`src/rtl/ps_loop_ctrl.sv`:
```
// Nested hardware loop controller for the program sequencer.
// Keeps a small stack of {start, end, count} entries, watches the fetch
// address against the innermost loop end and issues a one-cycle fetch
// redirect back to the loop start until the count runs out. Up to two
// stacked loops that share one end address are resolved in a single cycle.
module ps_loop_ctrl #(
  parameter int DEPTH = 4,
  parameter int AW    = 16,
  parameter int CW    = 16
) (
  input  logic          clk,
  input  logic          rst,
  input  logic          stall,
  input  logic          lp_push,
  input  logic [AW-1:0] lp_start_add,
  input  logic [AW-1:0] lp_end_add,
  input  logic [CW-1:0] lp_cnt,
  input  logic          lp_pop,
  input  logic [AW-1:0] faddr,
  input  logic          fetch_vld,
  input  logic          lc_clr,
  output logic          lc_redir,
  output logic [AW-1:0] lc_redir_add,
  output logic [CW-1:0] lc_curlcntr,
  output logic [AW-1:0] lc_laddr,
  output logic [3:0]    lc_depth,
  output logic          lc_busy,
  output logic          lc_ovf,
  output logic          lc_unf
);

  localparam logic [CW-1:0] CNT_ONE   = CW'(1);
  localparam logic [AW-1:0] ADDR_ONE  = AW'(1);
  localparam logic [3:0]    DEPTH_MAX = 4'(DEPTH);

  // Stack storage; entries at or above depth_r are don't-care.
  logic [AW-1:0] start_r [DEPTH];
  logic [AW-1:0] end_r   [DEPTH];
  logic [CW-1:0] cnt_r   [DEPTH];
  logic [3:0]    depth_r;

  // Next-state view of the stack.
  logic [AW-1:0] start_s [DEPTH];
  logic [AW-1:0] end_s   [DEPTH];
  logic [CW-1:0] cnt_s   [DEPTH];
  logic [3:0]    depth_s;

  logic          redir_s;
  logic [AW-1:0] redir_add_s;
  logic          ovf_set_s;
  logic          unf_set_s;
  logic          match_go_s;
  logic [AW-1:0] lvl_start_s;
  logic [AW-1:0] lvl_end_s;
  logic [CW-1:0] lvl_cnt_s;
  logic [AW-1:0] top_end_s;
  logic [CW-1:0] top_cnt_s;

  // Next-state computation: pop/abort, up to two end-match levels, then push.
  always_comb begin
    start_s     = start_r;
    end_s       = end_r;
    cnt_s       = cnt_r;
    depth_s     = depth_r;
    redir_s     = 1'b0;
    redir_add_s = '0;
    ovf_set_s   = 1'b0;
    unf_set_s   = 1'b0;
    match_go_s  = 1'b0;
    lvl_start_s = '0;
    lvl_end_s   = '0;
    lvl_cnt_s   = '0;
    top_end_s   = '0;
    top_cnt_s   = '0;

    if (!stall) begin
      if (lp_pop) begin
        // An abort wins over any end match in the same cycle.
        if (depth_r != 4'd0) begin
          depth_s = depth_r - 4'd1;
        end else begin
          unf_set_s = 1'b1;
        end
      end else begin
        match_go_s = fetch_vld;
        for (int lv = 0; lv < 2; lv++) begin
          lvl_start_s = '0;
          lvl_end_s   = '0;
          lvl_cnt_s   = '0;
          for (int i = 0; i < DEPTH; i++) begin
            if ((depth_s != 4'd0) && (4'(i) == depth_s - 4'd1)) begin
              lvl_start_s = start_s[i];
              lvl_end_s   = end_s[i];
              lvl_cnt_s   = cnt_s[i];
            end else begin
              lvl_start_s = lvl_start_s;
            end
          end
          if (match_go_s && (depth_s != 4'd0) && (lvl_end_s == faddr)) begin
            if (lvl_cnt_s > CNT_ONE) begin
              // Loop again: decrement and redirect; outer levels are untouched.
              for (int i = 0; i < DEPTH; i++) begin
                if (4'(i) == depth_s - 4'd1) begin
                  cnt_s[i] = lvl_cnt_s - CNT_ONE;
                end else begin
                  cnt_s[i] = cnt_s[i];
                end
              end
              redir_s     = 1'b1;
              redir_add_s = lvl_start_s;
              match_go_s  = 1'b0;
            end else begin
              // Last pass: drop this level and let the next one look at faddr.
              depth_s = depth_s - 4'd1;
            end
          end else begin
            match_go_s = 1'b0;
          end
        end
      end

      if (lp_push) begin
        if (lp_cnt == '0) begin
          // Zero-trip loop: skip the body; overrides any end-match redirect.
          redir_s     = 1'b1;
          redir_add_s = lp_end_add + ADDR_ONE;
        end else if (depth_s == DEPTH_MAX) begin
          ovf_set_s = 1'b1;
        end else begin
          for (int i = 0; i < DEPTH; i++) begin
            if (4'(i) == depth_s) begin
              start_s[i] = lp_start_add;
              end_s[i]   = lp_end_add;
              cnt_s[i]   = lp_cnt;
            end else begin
              start_s[i] = start_s[i];
            end
          end
          depth_s = depth_s + 4'd1;
        end
      end else begin
        depth_s = depth_s;
      end
    end else begin
      depth_s = depth_r;
    end

    for (int i = 0; i < DEPTH; i++) begin
      if ((depth_s != 4'd0) && (4'(i) == depth_s - 4'd1)) begin
        top_end_s = end_s[i];
        top_cnt_s = cnt_s[i];
      end else begin
        top_end_s = top_end_s;
      end
    end
  end

  // State and registered outputs; stall freezes everything and masks redirect.
  always_ff @(posedge clk) begin
    if (rst) begin
      for (int i = 0; i < DEPTH; i++) begin
        start_r[i] <= '0;
        end_r[i]   <= '0;
        cnt_r[i]   <= '0;
      end
      depth_r      <= 4'd0;
      lc_redir     <= 1'b0;
      lc_redir_add <= '0;
      lc_curlcntr  <= '0;
      lc_laddr     <= '0;
      lc_depth     <= 4'd0;
      lc_busy      <= 1'b0;
      lc_ovf       <= 1'b0;
      lc_unf       <= 1'b0;
    end else if (stall) begin
      lc_redir <= 1'b0;
    end else begin
      start_r     <= start_s;
      end_r       <= end_s;
      cnt_r       <= cnt_s;
      depth_r     <= depth_s;
      lc_redir    <= redir_s;
      if (redir_s) begin
        lc_redir_add <= redir_add_s;
      end else begin
        lc_redir_add <= lc_redir_add;
      end
      lc_curlcntr <= top_cnt_s;
      lc_laddr    <= top_end_s;
      lc_depth    <= depth_s;
      lc_busy     <= (depth_s != 4'd0);
      lc_ovf      <= ovf_set_s | (lc_ovf & ~lc_clr);
      lc_unf      <= unf_set_s | (lc_unf & ~lc_clr);
    end
  end

endmodule

```
`config.mk`:
```
export PLATFORM = sky130hd
export DESIGN_NAME = ps_loop_ctrl
export DESIGN_NICKNAME = d
export VERILOG_FILES = /design/src/rtl/ps_loop_ctrl.sv
export SDC_FILE = /design/constraint.sdc
export NUM_CORES = 1
export LEC_CHECK = 0
export ABC_CLOCK_PERIOD_IN_PS = 11600
export CORE_MARGIN = 2
export CORE_UTILIZATION = 50
export DETAILED_ROUTE_END_ITERATION = 8
export DONT_BUFFER_PORTS = 1
export PLACE_DENSITY_LB_ADDON = 0.15
export SETUP_SLACK_MARGIN = 0.3
export SLEW_MARGIN = 5
export SYNTH_ARGS = -nofsm -noshare
export SYNTH_HDL_FRONTEND = slang
export SYNTH_SLANG_ARGS = --single-unit
```
`constraint.sdc`:
```
create_clock -name clk -period 11.6 [get_ports clk]
set_input_delay 0.58 -clock clk [delete_from_list [all_inputs] [get_ports clk]]
set_output_delay 0.58 -clock clk [all_outputs]
set_load 0.02 [all_outputs]
```
==> qor.yml <==
run_status:
  run_status: "finished, final reports clean"
setup_path:
  path_class: "reg2reg"
  crit_path_max_fanout: 40
  crit_arrival_ns: 11.32
  crit_buf_inv: 6
  r2r_end: "lc_curlcntr[11]"
  startpoint_type: "flip-flop"
  slowest_delay_ns: 0.65
  r2r_slack_ns: 0.78
  critPathRequiredTime_ns: 12.10
  path_delay_family: "simple AND/OR/NAND/NOR gates"
  crit_path_frequent_cell: "buf_4"
  r2r_cells: 33
  r2r_start: "depth_r[1]"
  cp_slowest_cell: "a211oi_1"
  endpoint_kind: "flip-flop"
worst_hold_path:
  whs_endpoint: "cnt_r[58]"
  hold_start: "rst"
  hp-class: "in2reg"
  min_path_cells: 1
global_routing:
  antenna_found_initial: 9
  grt_usage_pct: 50.09
  grt_max_degree: 249
  grt_pass1_vias: 22210
  grt_first_pass_wirelength_mm: 154.1
  grt_overflow_total: 0
timing:
  hold_ws_ns: 0.04868
  rsz0062_at_grt: "false"
  setup_violations: 0
  drv_slew: 0
  slew_headroom_pct: 13.58
  period_minus_slack_ns: 10.82
  max_freq_mhz: 92.42
  min_period_over_period_pct: 93.28
  final.setup_skew_ns: 0.01816
  tns_ns: 0
  finalHoldViolCount: 0
  worst_slew_pin_slew_ns: 1.292
synth:
  synth.distinct_cells: 104
  synth_area_per_cell_sq_um: 7.215
  async_reset_ff_share_pct: 0
  postSynthCellCount: 2777
  synth-seq-area-share_pct: 24.78
  yosys_warnings: 0
  syn_nets: 2864
  synth_ff_type: "dfxtp_1"
  netlist_area_sq_um: 20040
  synth_edf_count: 0
  synth_seq_cells: 248
floorplan:
  rows: 73
  die_h_microns: 204.2
  core-area_sq_um: 39640
  io_pins: 127
  dieArea_sq_um: 41690
  initial_core_util_pct: 50.55
  fp.dieW_microns: 204.2
clock_tree:
  ctsResizeCount: 0
  cts-root-buf: "clkbuf_16"
  cts.sinks: 248
  post_cts.repair.setup_buffers: 0
  clkLatencyLatePin_ns: 0.62
  cts_hold_buf: 0
  cts_made_buffers: 29
  cts_tree: "yes"
  clk_path_buf_depth: 3
  cts-htree-levels: 1
  clkTransAtPathRegs_ns: 0.06
pwr:
  seqPwrFrac_pct: 32.5
  p_per_area_nw_per_um2: 136.9
  p_switching_mw: 1.182
  vdd_ir_drop_max_v: 0.0001302
  p_int_mw: 1.752
  clkPwrFrac_pct: 33.9
  combPwrFrac_pct: 33.7
  sw_frac_of_total_pct: 40.28
  p_leak_nw: 6.921
finish:
  layoutNonFillerInstCount: 3177
  nFillCells: 3873
  drive_gt1_share_pct: 9.630
  syn_to_final_growth_pct: 6.938
  final_util_pct: 54.05
  final_common_cell: "nand2_1"
  final_cell_mix: "nand2_1, nor2_1, a21oi_1"
  nets: 2713
placed_design:
  gp_congestion: 1.083
  numPortBuffers: 0
  placed_cells: 3120
  post-dp-hpwl_mm: 71.61
detailed_routing:
  via_count: 23490
  drtAntennaViolNets: 0
  drt_iter0_markers: 3514
  drc_errors: 0
  drt-vias-per-instance: 7.393
  routed_wl_mm: 106.8
  dr.pass1.iters: 6
  wl_per_cell_microns: 33.63
job:
  maxCapViolations: 0
registers in the layout (all words and copies together) (netlist names):
signal        count
cnt_r            64
end_r            64
start_r          64
lc_curlcntr      16
lc_laddr         16
lc_redir_add     16
depth_r           4
lc_busy           1
lc_ovf            1
lc_redir          1
lc_unf            1
final cells by class:
cell class	count	area, sq um	area share (%)
Clock inverter	14	198.9	0.9285
Antenna cell	4	10.01	0.04672
Inverter	54	202.7	0.9460
Clock buffer	39	803.3	3.749
Timing Repair Buffer	86	733.2	3.422
Multi-Input combinational cell	2207	13860	64.67
Tap cell	525	656.9	3.066
Sequential cell	248	4966	23.18
power groups by stage:
stage / combinational, mW / clock [mW] / sequential [mW]
finish: 0.987 / 0.994 / 0.952
floorplan: 0.652 / 0 / 0.936
global route: 1.02 / 1.03 / 0.952
CTS: 0.920 / 0.992 / 0.947
global placement: 0.912 / 0 / 0.966
detailed placement: 0.915 / 0 / 0.966
cells by family after synthesis:
kind of cell,synth area share (%)
xor+xnor,2.211
fa+ha+maj,0.9991
compound gates,31.29
simple gates,24.87
buf+inv,6.725
mux,9.136
flops,24.78
cells in the mapped netlist (14+ instances only):
cell / n / share of area (%)
nand2_1: 471 / 8.8
nor2_1: 293 / 5.5
a21oi_1: 262 / 6.5
dfxtp_1: 248 / 25
clkbuf_1: 182 / 3.4
mux2i_1: 124 / 6.2
o21ai_0: 82 / 2.0
a22oi_1: 63 / 2.4
a211oi_1: 58 / 2.2
buf_2: 53 / 1.3
inv_1: 51 / 0.96
nor3_1: 51 / 1.3
o22ai_1: 48 / 1.5
mux2_2: 41 / 2.3
nand3_1: 40 / 1.0
xnor2_1: 34 / 1.5
o211ai_1: 33 / 1.2
a221oi_1: 32 / 1.4
nor2b_1: 29 / 0.91
nand3b_1: 28 / 1.0
o32ai_1: 25 / 1.1
nor3b_1: 24 / 0.90
nor4_1: 23 / 0.72
a32oi_1: 22 / 0.96
a31oi_1: 21 / 0.66
o311ai_0: 21 / 0.92
a222oi_1: 20 / 1.0
nand2b_1: 18 / 0.56
and2_1: 17 / 0.53
buf_1: 16 / 0.30
ha_1: 16 / 1.0
o221ai_1: 16 / 0.70
nand4_1: 15 / 0.47
xor2_1: 14 / 0.61
metrics by stage:
stage                     instance area (sq um)  total power, mW  worst slack (ns)
final                                     21430            2.934            0.7800
after detailed placement                  20340            1.881            0.5904
after CTS                                 21340            2.859            0.5431
after floorplan                           20040            1.588             2.791
after global placement                    20340            1.878            0.8431
after global routing                      21420            2.998            0.3198
per-layer routing:
metal / global-route usage, % / vias up / part of all wire (%)
met1: 56.10 / 11110 / 34
met3: 15.02 / 603 / 12
met5: 0 / - / 0.012
met2: 77.48 / 1833 / 43
met4: 43.56 / 2 / 11
li1: - / 9945 / -
worst max path at each step:
stage	depth (start not counted)	end	start	slack (ns)
detailed placement	31	lc_laddr[15]	depth_r[0]	0.59
floorplan	44	lc_curlcntr[0]	depth_r[0]	2.79
finish	33	lc_curlcntr[11]	depth_r[1]	0.78
global placement	31	lc_curlcntr[15]	depth_r[0]	0.84
global route	33	lc_laddr[15]	depth_r[1]	0.32
CTS	31	lc_laddr[15]	depth_r[0]	0.54
(Power assumes the default switching activity.)
